`src/rtl/calc_pkg.sv`:
```
// Shared calculator types: BCD digit, binary-to-decimal FSM states, and sizing helper.
package calc_pkg;

  typedef logic [3:0] bcd_digit_t;

  typedef enum logic [1:0] {
    IDLE  = 2'd0,
    SHIFT = 2'd1,
    COUNT = 2'd2,
    DONE  = 2'd3
  } b2d_state_t;

  localparam bcd_digit_t BCD_ADJ_THRESH = 4'd5;

  // Decimal digits needed for a w-bit unsigned value: ceil(w*log10(2)), fixed-point log10(2).
  function automatic int ceil_digits(input int w);
    return (w * 30103 + 99999) / 100000;
  endfunction

endpackage

```
`src/rtl/bcd_digit_adj.sv`:
```
// Double-dabble digit correction: add 3 to any digit >= 5 before the next left shift.
module bcd_digit_adj
  import calc_pkg::*;
(
  input  bcd_digit_t d_i,
  output bcd_digit_t d_o
);

  assign d_o = (d_i >= BCD_ADJ_THRESH) ? d_i + 4'd3 : d_i;

endmodule

```
`src/rtl/product_to_bcd.sv`:
```
// Sequential double-dabble converter: signed/unsigned binary product to sign + magnitude packed BCD.
module product_to_bcd
  import calc_pkg::*;
#(
  parameter int IN_WIDTH = 64,
  parameter int DIGITS   = 20
) (
  input  logic                  clk,
  input  logic                  reset,
  input  logic                  in_valid,
  output logic                  in_ready,
  input  logic [IN_WIDTH-1:0]   product,
  input  logic                  is_signed,
  output logic                  out_valid,
  input  logic                  out_ready,
  output logic [4*DIGITS-1:0]   bcd,
  output logic                  neg,
  output logic [4:0]            ndigits
);

  localparam int CNT_W = $clog2(IN_WIDTH);

  if (IN_WIDTH < 2 || DIGITS < ceil_digits(IN_WIDTH) || DIGITS > 31) begin : g_param_check
    $error("product_to_bcd: DIGITS too small for IN_WIDTH or out of ndigits range");
  end

  b2d_state_t            state_q, state_d;
  logic [CNT_W-1:0]      cnt_q, cnt_d;
  logic [IN_WIDTH-1:0]   mag_q, mag_d;
  logic [4*DIGITS-1:0]   bcd_q, bcd_d, adj;
  logic                  neg_q, neg_d;
  logic [4:0]            nd_q, nd_d, nd_enc;
  logic                  in_neg;

  for (genvar gi = 0; gi < DIGITS; gi++) begin : g_adj
    bcd_digit_adj u_adj (
      .d_i(bcd_q[4*gi +: 4]),
      .d_o(adj[4*gi +: 4])
    );
  end

  // Highest nonzero digit wins; an all-zero result still reports one digit.
  always_comb begin
    nd_enc = 5'd1;
    for (int i = 0; i < DIGITS; i++) begin
      if (bcd_q[4*i +: 4] != 4'd0) nd_enc = 5'(i + 1);
    end
  end

  assign in_neg = is_signed & product[IN_WIDTH-1];

  always_comb begin
    state_d = state_q;
    cnt_d   = cnt_q;
    mag_d   = mag_q;
    bcd_d   = bcd_q;
    neg_d   = neg_q;
    nd_d    = nd_q;
    case (state_q)
      IDLE: begin
        if (in_valid) begin
          // Negation at full width yields 2^(IN_WIDTH-1) unsigned for the most negative input.
          mag_d   = in_neg ? -product : product;
          neg_d   = in_neg;
          bcd_d   = '0;
          cnt_d   = CNT_W'(IN_WIDTH - 1);
          state_d = SHIFT;
        end
      end
      SHIFT: begin
        bcd_d = {adj[4*DIGITS-2:0], mag_q[IN_WIDTH-1]};
        mag_d = mag_q << 1;
        cnt_d = cnt_q - CNT_W'(1);
        if (cnt_q == '0) state_d = COUNT;
      end
      COUNT: begin
        nd_d    = nd_enc;
        state_d = DONE;
      end
      DONE: begin
        if (out_ready) state_d = IDLE;
      end
      default: state_d = IDLE;
    endcase
  end

  always_ff @(posedge clk) begin
    if (reset) begin
      state_q <= IDLE;
      cnt_q   <= '0;
      mag_q   <= '0;
      bcd_q   <= '0;
      neg_q   <= 1'b0;
      nd_q    <= '0;
    end else begin
      state_q <= state_d;
      cnt_q   <= cnt_d;
      mag_q   <= mag_d;
      bcd_q   <= bcd_d;
      neg_q   <= neg_d;
      nd_q    <= nd_d;
    end
  end

  assign in_ready  = (state_q == IDLE);
  assign out_valid = (state_q == DONE);
  assign bcd       = bcd_q;
  assign neg       = neg_q;
  assign ndigits   = nd_q;

endmodule

```
`config.mk`:
```
export PLATFORM = sky130hd
export DESIGN_NAME = product_to_bcd
export DESIGN_NICKNAME = d
export VERILOG_FILES = /design/src/rtl/calc_pkg.sv /design/src/rtl/bcd_digit_adj.sv /design/src/rtl/product_to_bcd.sv
export SDC_FILE = /design/constraint.sdc
export NUM_CORES = 1
export LEC_CHECK = 0
export BUFFER_PORTS_ARGS = -buffer_cell sky130_fd_sc_hd__buf_4
export CAP_MARGIN = 15
export CORE_ASPECT_RATIO = 0.6
export CORE_UTILIZATION = 30
export DETAILED_ROUTE_END_ITERATION = 16
export PLACE_DENSITY_LB_ADDON = 0.2
export SLEW_MARGIN = 20
export SYNTH_ARGS = -nofsm -noshare
export SYNTH_HDL_FRONTEND = slang
export SYNTH_SLANG_ARGS = --single-unit
```
`constraint.sdc`:
```
create_clock -name clk -period 5.3 [get_ports clk]
set_input_delay 1.06 -clock clk [delete_from_list [all_inputs] [get_ports clk]]
set_output_delay 1.06 -clock clk [all_outputs]
set_load 0.01 [all_outputs]
```
# After elaboration in Yosys (flattened, before gate mapping)
# Cells that the tools add are included.
[word_totals]
elab_cells = 130
output_inout_bits = 88
reg_bits = 158
[classes]
n_lt_le_gt_ge = 20
n_reduce_logical = 25
mux = 50
addsub = 22
n_eq_ne = 6
n_bitwise = 1
[op_table]
columns = ["operator", "n"]
rows = [
  ["$pmux 80 s2", 1],
  ["$mux 64", 2],
  ["$pmux 64 s2", 1],
  ["$mux 5", 17],
  ["$ge 4x3->1 const B", 20],
  ["$mux 80", 1],
  ["$add 4x2->4 const B", 19],
  ["$mux 4", 19],
  ["$reduce_bool 4->1", 19],
  ["$neg 64->64", 1],
  ["$pmux 6 s2", 1],
  ["$mux 2", 5],
  ["$pmux 2 s4", 1],
  ["$logic_not 6->1", 1],
  ["$mux 6", 1],
  ["$sub 6x1->6 const B", 1],
  ["$eq 2x2->1 const B", 2],
  ["$ne 2x2->1 const B", 2],
  ["$reduce_and 2->1", 2],
  ["$add 3x2->3 const B", 1],
  ["$mux 3", 1],
  ["$reduce_and 3->1", 1],
  ["$eq 2x1->1 const B", 1],
  ["$logic_not 2->1", 1],
  ["other kinds (3)", 3],
]

# Logic depth before layout (Yosys ltp)
# Gate-level depths: netlist (run 1).
[logic_depth]
word_depth = 20
ltp_mapped = 9

# Hierarchy
# A second synthesis (run 1) with hierarchy kept.
[unflattened]
hier_cells = 1312
area_unflattened_um2 = 10003.3
[by_module_without_submodules]
columns = ["mod", "n_inst", "cells_each", "area_each_um2", "seq_area_each_um2"]
rows = [
  ["product_to_bcd", 1, 992, 7976.4, 3163.0],
  ["bcd_digit_adj", 20, 16, 101.3, 0.0],
]

# Worst setup path before layout (run 1)
# Ideal clock, no wire load.
[synth_path]
path_kind = "input -> register"
start = "input product[1]"
end = "register mag_q[44]"
setup_time_ps = 134
path_stages = 9
arrival_ps = 2779
path_buffers = 1
slack_ps = 2388
path_cell_list = "inv_1 ha_1 nor3b_2 nand4_1 buf_4 or3_4 o41ai_2 xor2_1 o22ai_1"
[synth_via]
elab_chain_cells = 4
[synth_lines]
columns = ["element", "line_no", "rtl"]
rows = [
  ["from (decl)", "product_to_bcd.sv:12", "input logic [IN_WIDTH-1:0] product,"],
  ["$neg 64->64", "product_to_bcd.sv:63", "mag_d = in_neg ? -product : product;"],
  ["$mux 64", "product_to_bcd.sv:63", ""],
  ["$mux 64", "product_to_bcd.sv:61", "if (in_valid) begin"],
  ["$pmux 64 s2", "product_to_bcd.sv:59", "case (state_q)"],
  ["to (signal assigned)", "product_to_bcd.sv:98", "mag_q <= mag_d;"],
  ["to (decl)", "product_to_bcd.sv:29", "logic [IN_WIDTH-1:0] mag_q, mag_d;"],
]
# No other way between the ends. The select of a mux whose other input is x is not followed.
# A chain may end at the register's enable or synchronous reset.

# Final worst setup path (run 1)
[layout_path]
start = "input product[10]"
end = "register mag_q[41]"
# Same word-level chain as after synthesis.

==> results.txt, run 1 <==
The clock sink total is 158. The via count came out at 9306. The setup TNS came out at 0 ns.

The async set-reset flop share out of synthesis is 0%. STA classifies the critical path startpoint as a primary input. The wire length of the first global-routing pass came out at 48.9 mm. After synthesis, the largest family of logic cells by area is compound AO/OA/AOI/OAI gates. The max-slew violation count is 0. From bottom edge to top edge, the die measures 140 um. In this run the worst setup path terminates at mag_q[41]$_SDFFE_PP0P_. The detailed-routing iteration count for the pre-antenna-repair pass is 6. The tool flagged a number of max-cap violations equal to 0. The initial antenna violation count was 1. The worst setup slack for register-to-register paths is 2.40 ns. The depth of the CTS H-tree came out at 4. The global placer's final weighted congestion is 0.789. After clock tree synthesis, the clock-pin slew on the worst setup and hold paths is 0.06 ns. The finished layout holds 1739 standard cells, fillers aside. The cell that appears most often on the critical path is sky130_fd_sc_hd__buf_4. The mapped cell area is 9520 sq um. In this run, placement finished with an instance count of 1709. The longest clock path from root to sink contains 2 buffers.

The multiplexer share of the synthesized area is 0.328%. The root cell of the clock tree is sky130_fd_sc_hd__clkbuf_16. The count of buffer and inverter cells on the critical path came out at 2. The synthesized design spends more area on one cell type than any other, namely sky130_fd_sc_hd__dfxtp_1. In this run the post-CTS setup repair buffer count came out at 0. The synthesized net count came out at 1317. The areal power density over the cells came out at 360 nW/um^2. The effective utilization at floorplan is 30.5%. The largest single stage delay on the critical path is 0.75 ns.

The run finished with clean final reports. The violation count after the first detailed-routing iteration came out at 721. The static leakage power came out at 4.36 nW. The post-route clock skew is 0.00830 ns.

The post-cts repair resize count is 0. The register area share after synthesis came out at 33.2%. In the routed design, unresolved DRC markers number 0. The via density per instance is 5.35. Setup repair after global routing left no endpoint under its margin. The area fraction of the dominant cell type after synthesis is 33.2%. The adder-cell share of the synthesized area is 6.31%.

The minimum clock period after layout came out at 3.51 ns. The count of standard-cell rows came out at 50. The die outline area is 32500 sq um. The number of fill cells in the layout came out at 3253. The final worst hold slack came out at 0.456 ns. After layout, the worst path uses 66.3% of the clock period. The overall global routing resource usage is 18.9%. The detail-routed net length per standard cell is 17.5 um. After synthesis, the cell types taking the most area are sky130_fd_sc_hd__dfxtp_1, sky130_fd_sc_hd__ha_1, sky130_fd_sc_hd__xnor2_1. The maximum achievable frequency is 285 MHz. The critical path is of the in -> reg type. Detailed placement finished with a half-perimeter wire length of 21.0 mm. The final setup violation count came out at 0. The post-route netlist has 16.6% of its cells at a drive strength greater than 1. The slowest stage of the critical path is the sky130_fd_sc_hd__nor3_2 cell. The xor/xnor share of the synthesized area is 8.64%. In this run the critical register-to-register path is captured at mag_q[53]$_SDFFE_PP0P_. The synthesized area per cell came out at 7.94 sq um. The net total in the final layout came out at 1429. The die is 232 um wide. The total of hold buffers inserted after clock tree synthesis is 0.

Data on the critical path is required at its endpoint by 5.64 ns. The pin count of the biggest net entering global routing came out at 75. Traced cell by cell, the critical path runs through buf_4, nor3_1, nand4_1, nor3_2, buf_4, nand2_2, and4_4, o41ai_2. The clock latency reported for the late side of the worst-skew pair is 0.44 ns.

The hold violation count in the final report came out at 0. In this run the tightest slew margin relative to its limit is 26.7%. Of the total synthesized cell area, the portion taken by AND, OR, NAND and NOR gates is 20.6%. The number of warnings printed during yosys synthesis is 0. After synthesis, the netlist uses 65 different library cells. The startpoint identified for the worst register-to-register timing path is state_q[1]$_SDFFE_PP0P_.

The number of buffer cells added on primary ports is 156. The total clock buffers created by CTS came out at 17. The post-detailed-route count of antenna-violating nets is 0.

In this run the worst setup path begins at product[10]. The worst register-to-register path has a depth of 8. On the critical path the largest part of the delay comes from simple AND/OR/NAND/NOR gates. The top-level port count is 157.

The residual overflow from global routing is 0. The area fraction in compound gates after synthesis came out at 25.5%. The synthesized design contains 158 register bits. STA classifies the critical path endpoint as a flop. Data arrives at the worst endpoint at 3.85 ns. The area of the core is 31200 sq um. The worst-case IR drop observed on VDD is 276 uV. The path class of the tightest hold or removal check is reg -> reg. Along the worst path, the maximum fanout reaches 13. Synthesis produced a netlist whose cell count is 1200.

The primary flip-flop cell chosen by synthesis mapping is sky130_fd_sc_hd__dfxtp_1. The number of global-route vias before repair came out at 8621. In this run, synthesis inferred 0 flip-flops with an integrated enable. The final wirelength came out at 30.5 mm. At the pin with the least slew margin, the transition time is 1.10 ns.

The area overhead of the layout relative to synthesis came out at 21.9%. The number of cells on the critical path came out at 8. TritonCTS built the clock tree.
==> synth_stat cells, types with 9 or more instances <==
cell,count
sky130_fd_sc_hd__dfxtp_1,158
sky130_fd_sc_hd__nor2_1,135
sky130_fd_sc_hd__a21oi_1,94
sky130_fd_sc_hd__o21ai_0,76
sky130_fd_sc_hd__clkbuf_1,66
sky130_fd_sc_hd__nand2_1,66
sky130_fd_sc_hd__xnor2_1,62
sky130_fd_sc_hd__inv_1,56
sky130_fd_sc_hd__ha_1,48
sky130_fd_sc_hd__nor3_1,48
sky130_fd_sc_hd__a22oi_1,43
sky130_fd_sc_hd__xor2_1,32
sky130_fd_sc_hd__nand2b_1,28
sky130_fd_sc_hd__a31oi_1,23
sky130_fd_sc_hd__o31ai_1,23
sky130_fd_sc_hd__and3_1,21
sky130_fd_sc_hd__o22ai_1,21
sky130_fd_sc_hd__nand3_1,18
sky130_fd_sc_hd__a211oi_1,15
sky130_fd_sc_hd__a32oi_1,15
sky130_fd_sc_hd__a222oi_1,14
sky130_fd_sc_hd__nor4_1,13
sky130_fd_sc_hd__or3_1,13
sky130_fd_sc_hd__nor3b_1,10
sky130_fd_sc_hd__o21a_1,9
==> sequential cells by signal, summed over array words and instances, names as in the netlist <==
signal / flops
state_q: 2
cnt_q: 6
ndigits: 5
mag_q: 64
neg: 1
bcd: 80
==> cells by family (layout without fill, tap and decap cells) <==
kind of cell               after synthesis  count (layout)
xor gates and xnor gates                94              94
DFF                                    158             158
muxes                                    3               3
and+or+nand+nor                        390             390
AOI/OAI and AO/OA                      373             373
other                                    0               1
buffers and inverters                  134             256
adders and majority gates               48              48
==> worst min path at each step <==
| stage | from | end | slack [ns] | cells after the start |
|---|---|---|---|---|
| 4_1_cts | mag_q[22]$_SDFFE_PP0P_ | mag_q[22]$_SDFFE_PP0P_ | 0.46 | 2 |
| 3_3_place_gp | mag_q[22]$_SDFFE_PP0P_ | mag_q[22]$_SDFFE_PP0P_ | 0.44 | 2 |
| 2_1_floorplan | mag_q[22]$_SDFFE_PP0P_ | mag_q[22]$_SDFFE_PP0P_ | 0.43 | 2 |
| 6_report | mag_q[17]$_SDFFE_PP0P_ | mag_q[17]$_SDFFE_PP0P_ | 0.46 | 2 |
| 5_1_grt | mag_q[17]$_SDFFE_PP0P_ | mag_q[17]$_SDFFE_PP0P_ | 0.47 | 2 |
| 3_5_place_dp | mag_q[22]$_SDFFE_PP0P_ | mag_q[22]$_SDFFE_PP0P_ | 0.45 | 2 |
==> area by class of cell <==
class	count	area (sq um)	share of cell area [%]
diodes	1	2.50	0.0216
clock buffers	22	464	4.00
clock inverters	7	66.3	0.571
inverters	56	210	1.81
multi-input cells	908	5880	50.6
flip-flops and latches	158	3160	27.2
well taps	416	520	4.48
repair buffers	171	1310	11.3
==> worst min-delay path: stages, from the launching register on <==
cell	delay, ns
sky130_fd_sc_hd__dfxtp_1	0.31
sky130_fd_sc_hd__nand2_1	0.05
sky130_fd_sc_hd__a21oi_1	0.05
==> stage by stage <==
step / instance area, sq um / setup WS, ns / utilization (%) / power (mW)
floorplan: 9520 / 2.39 / - / 2.50
global placement: 11100 / 1.43 / 35.5 / 3.02
detailed placement: 11100 / 1.38 / 35.5 / 3.03
CTS: 11600 / 1.86 / 37.2 / 4.23
global route: 11600 / 1.67 / 37.2 / 4.46
finish: 11600 / 1.79 / 37.2 / 4.18
==> placed cells by master, fill, tap and decap left out, drive strengths merged, types with 6 or more instances in the layout <==
master | Yosys | final
a211oi | 16 | 16
a21oi | 94 | 94
a222oi | 14 | 14
a22oi | 43 | 43
a31oi | 23 | 23
a32oi | 15 | 15
and3 | 21 | 21
buf | 12 | 171
clkbuf | 66 | 22
dfxtp | 158 | 158
ha | 48 | 48
inv | 56 | 56
nand2 | 67 | 67
nand2b | 28 | 28
nand3 | 18 | 18
nor2 | 135 | 135
nor3 | 50 | 50
nor3b | 11 | 11
nor4 | 16 | 16
o211ai | 6 | 6
o21a | 9 | 9
o21ai | 77 | 77
o22ai | 21 | 21
o31ai | 23 | 23
o41ai | 7 | 7
or3 | 14 | 14
or3b | 6 | 6
xnor2 | 62 | 62
xor2 | 32 | 32
==> power by group <==
part           switching [mW]  internal [mW]
Clock                   0.512          0.661
Sequential              0.114           1.39
Combinational            1.01          0.492
==> per-layer routing <==
layer	wire, um	up-vias	track usage (%)
li1	-	4592	-
met1	16100	4480	28.9
met2	12300	211	26.0
met3	1750	23	4.36
met4	281	0	5.30
met5	0	-	0
(Power assumes the default switching activity.)
==> inputs of run 2 (changes only) <==
==> constraint.sdc (replaced) <==
create_clock -name clk -period 2.8 [get_ports clk]
set_input_delay 0.56 -clock clk [delete_from_list [all_inputs] [get_ports clk]]
set_output_delay 0.56 -clock clk [all_outputs]
set_load 0.01 [all_outputs]
==> run 2 against run 1 <==
- sequential cell count unchanged
- register-to-register slack worse by 2.0 ns
- worst hold slack worse by 0.061 ns
- via count up 0.93%
- sequential power up 89%
- sequential share of layout area down 0.71 points
- first-iteration DRC count up 1.1%
- critical path depth unchanged
- critical path type is now reg -> reg
- critical endpoint is now bcd[3]$_SDFFE_PP0P_
==> results.txt, run 2 (synthesis gave the netlist of run 1 again) <==
The flow ran to the end, and the final reports show no timing, DRC or antenna violations. Hold is met by 0.395 ns. The source of the critical timing path is state_q[0]$_SDFFE_PP0P_.

The clock sink total is 158. The buffer depth of the longest clock path came out at 2. The TritonCTS clock tree is done. The maximum cell stage delay along the critical path came out at 0.42 ns. The horizontal die dimension is 232 um. Across all register-to-register paths, the minimum setup slack is 0.40 ns.

The data arrival time of the critical path came out at 2.78 ns. The minimum clock period after layout is 2.40 ns. The antenna diode count is 0. The count of non-filler cells in the finished layout is 1771.

The post-layout instance area is 11900 sq um. The estimated wirelength of the detail-placed design came out at 21.3 mm. The maximum VDD drop came out at 561 uV. The H-tree was split into 4 levels.

The proportion of power drawn by flip-flops and latches is 34.3%. The detail-routed net length per standard cell is 17.4 um. The count of cells along the worst register-to-register path is 8. The area overhead of the layout relative to synthesis is 25.2%. The relative slew slack is 48.7%. The critical path goes through inv_1, ha_1, nand2_1, o21a_4, buf_4, buf_4, o21ai_0, a21oi_1. The tree is rooted in a sky130_fd_sc_hd__clkbuf_16. The areal power density over the cells is 695 nW/um^2. Setup violations remaining at the end of the flow were counted as 0. The type of the setup path with the least slack is reg -> reg.

The number of design rule violations left after detail routing is 0. The first global-routing pass estimated 49.1 mm of wire. The first TritonRoute pass finished after 7 iterations. The initial antenna violation count came to 0.

The worst register-to-register path ends at bcd[3]$_SDFFE_PP0P_. The net total in the final layout came out at 1459. The post-placement cell count is 1739. The final wirelength is 30.8 mm.

The fraction of power consumed by combinational cells came out at 35.8%. The global placer's final weighted congestion came out at 0.820. The final total power is 8.28 mW.

The startpoint identified for the worst hold timing path is product[0]. The register with the most flip-flops in the layout has 80 of them. The final worst-path setup slack is 0.397 ns. The area of the core is 31200 sq um. The setup TNS came out at 0 ns. The switching share of total power is 38.5%. The leading cell type in the layout, fill and taps excluded is sky130_fd_sc_hd__buf_4. Cells fill 38.2% of the core in the end. The max-slew violation count is 0.

The number of global-route vias before repair is 8608. The maximum net fanout on the critical path came out at 32. The layout cell share with drive strength beyond 1 is 18.7%. The die covers 32500 sq um. The required time of the critical path is 3.17 ns. For this design, the slowest cell found on the critical path is sky130_fd_sc_hd__buf_4. The most numerous cell type found on the critical path is sky130_fd_sc_hd__buf_4. Entering global routing, the biggest net connects 123 pins. The startpoint identified for the worst register-to-register timing path is state_q[0]$_SDFFE_PP0P_. The effective utilization at floorplan came out at 30.5%. The portion of the clock cycle consumed by the worst path in the final layout came out at 85.8%. The hold violation count in the final report came out at 0. The setup slack at placement came out at 0.128 ns. Setup repair after global routing left no endpoint under its margin. Measured along the y axis, the die boundary spans 140 um. The top-level port count is 157. The worst hold path was traced through 3 stages. After detailed routing, the number of vias per cell comes to 5.30.

The worst setup path is launched from a flop. The via count is 9393. The power spent charging and discharging nets came out at 3.19 mW. The initialized floorplan defines 50 standard-cell rows. The kind of capture point of the worst setup path is a flop. The post-detailed-route count of antenna-violating nets came out at 0. The total clock buffers created by CTS came out at 17.

The slew at the pin closest to its max-slew limit came out at 0.768 ns. Input and output buffers added on the ports amount to 156. In the layout the commonest cells are sky130_fd_sc_hd__buf_4, sky130_fd_sc_hd__dfxtp_1, sky130_fd_sc_hd__nor2_1. For this block, the initial DRC count from the detailed router was 729.

The clock share of power is 29.8%. The count of max-cap constraint violations is 0. The clock latency reported for the late side of the worst-skew pair is 0.45 ns. The static leakage power is 4.55 nW. The post-place instance area came out at 11300 sq um. The post-route clock skew came out at 0.0119 ns. The post-cts repair resize count is 0.

The timing endpoint of the critical path is bcd[3]$_SDFFE_PP0P_. The class of the worst hold path is in -> reg. The post-CTS setup repair buffer count came out at 0. The overall global routing resource usage came out at 19.2%. The residual overflow from global routing is 0. The internal power is 5.09 mW. The clock slew at the register clock pins of the worst setup and hold paths came out at 0.06 ns. The maximum achievable frequency came out at 416 MHz. The number of hold buffers added after CTS was 0.
run 2: cell type report:
type,count,area (sq um)
fillers,3251,19300
clock buffers,21,460
inverters,56,210
clock inverters,11,140
repair buffers,201,1560
flip-flops and latches,158,3160
multi-input cells,908,5870
well taps,416,520
run 2: layer usage:
| metal | track usage [%] | up-vias | routed length (um) |
|---|---|---|---|
| met3 | 4.60 | 25 | 1930 |
| li1 | - | 4654 | - |
| met5 | 0 | - | 0 |
| met2 | 25.9 | 249 | 12400 |
| met1 | 29.2 | 4465 | 16000 |
| met4 | 5.71 | 0 | 453 |
run 2: how the worst min path moves through the flow:
| stage | to | slack, ns |
|---|---|---|
| CTS | mag_q[56]$_SDFFE_PP0P_ | 0.37 |
| floorplan | mag_q[22]$_SDFFE_PP0P_ | 0.43 |
| global placement | mag_q[22]$_SDFFE_PP0P_ | 0.44 |
| detailed placement | mag_q[20]$_SDFFE_PP0P_ | 0.45 |
| global route | mag_q[37]$_SDFFE_PP0P_ | 0.40 |
| finish | mag_q[0]$_SDFFE_PP0P_ | 0.39 |
run 2: power by group through the flow:
stage          sequential (mW)  combinational, mW  clock [mW]
6_report                  2.84               2.97        2.47
5_1_grt                   2.89               3.26        2.64
4_1_cts                   2.84               2.98        2.54
3_5_place_dp              2.89               2.97           0
3_3_place_gp              2.88               2.96           0
2_1_floorplan             2.84               1.90           0
run 2: critical path: cells and delay by family, from the launching register on:
family | cells | cell delay, ns
compound gates | 3 | 0.50
simple gates | 1 | 0.35
fa+ha+maj | 1 | 0.32
flops | 1 | 0.36
buf+inv | 3 | 0.79
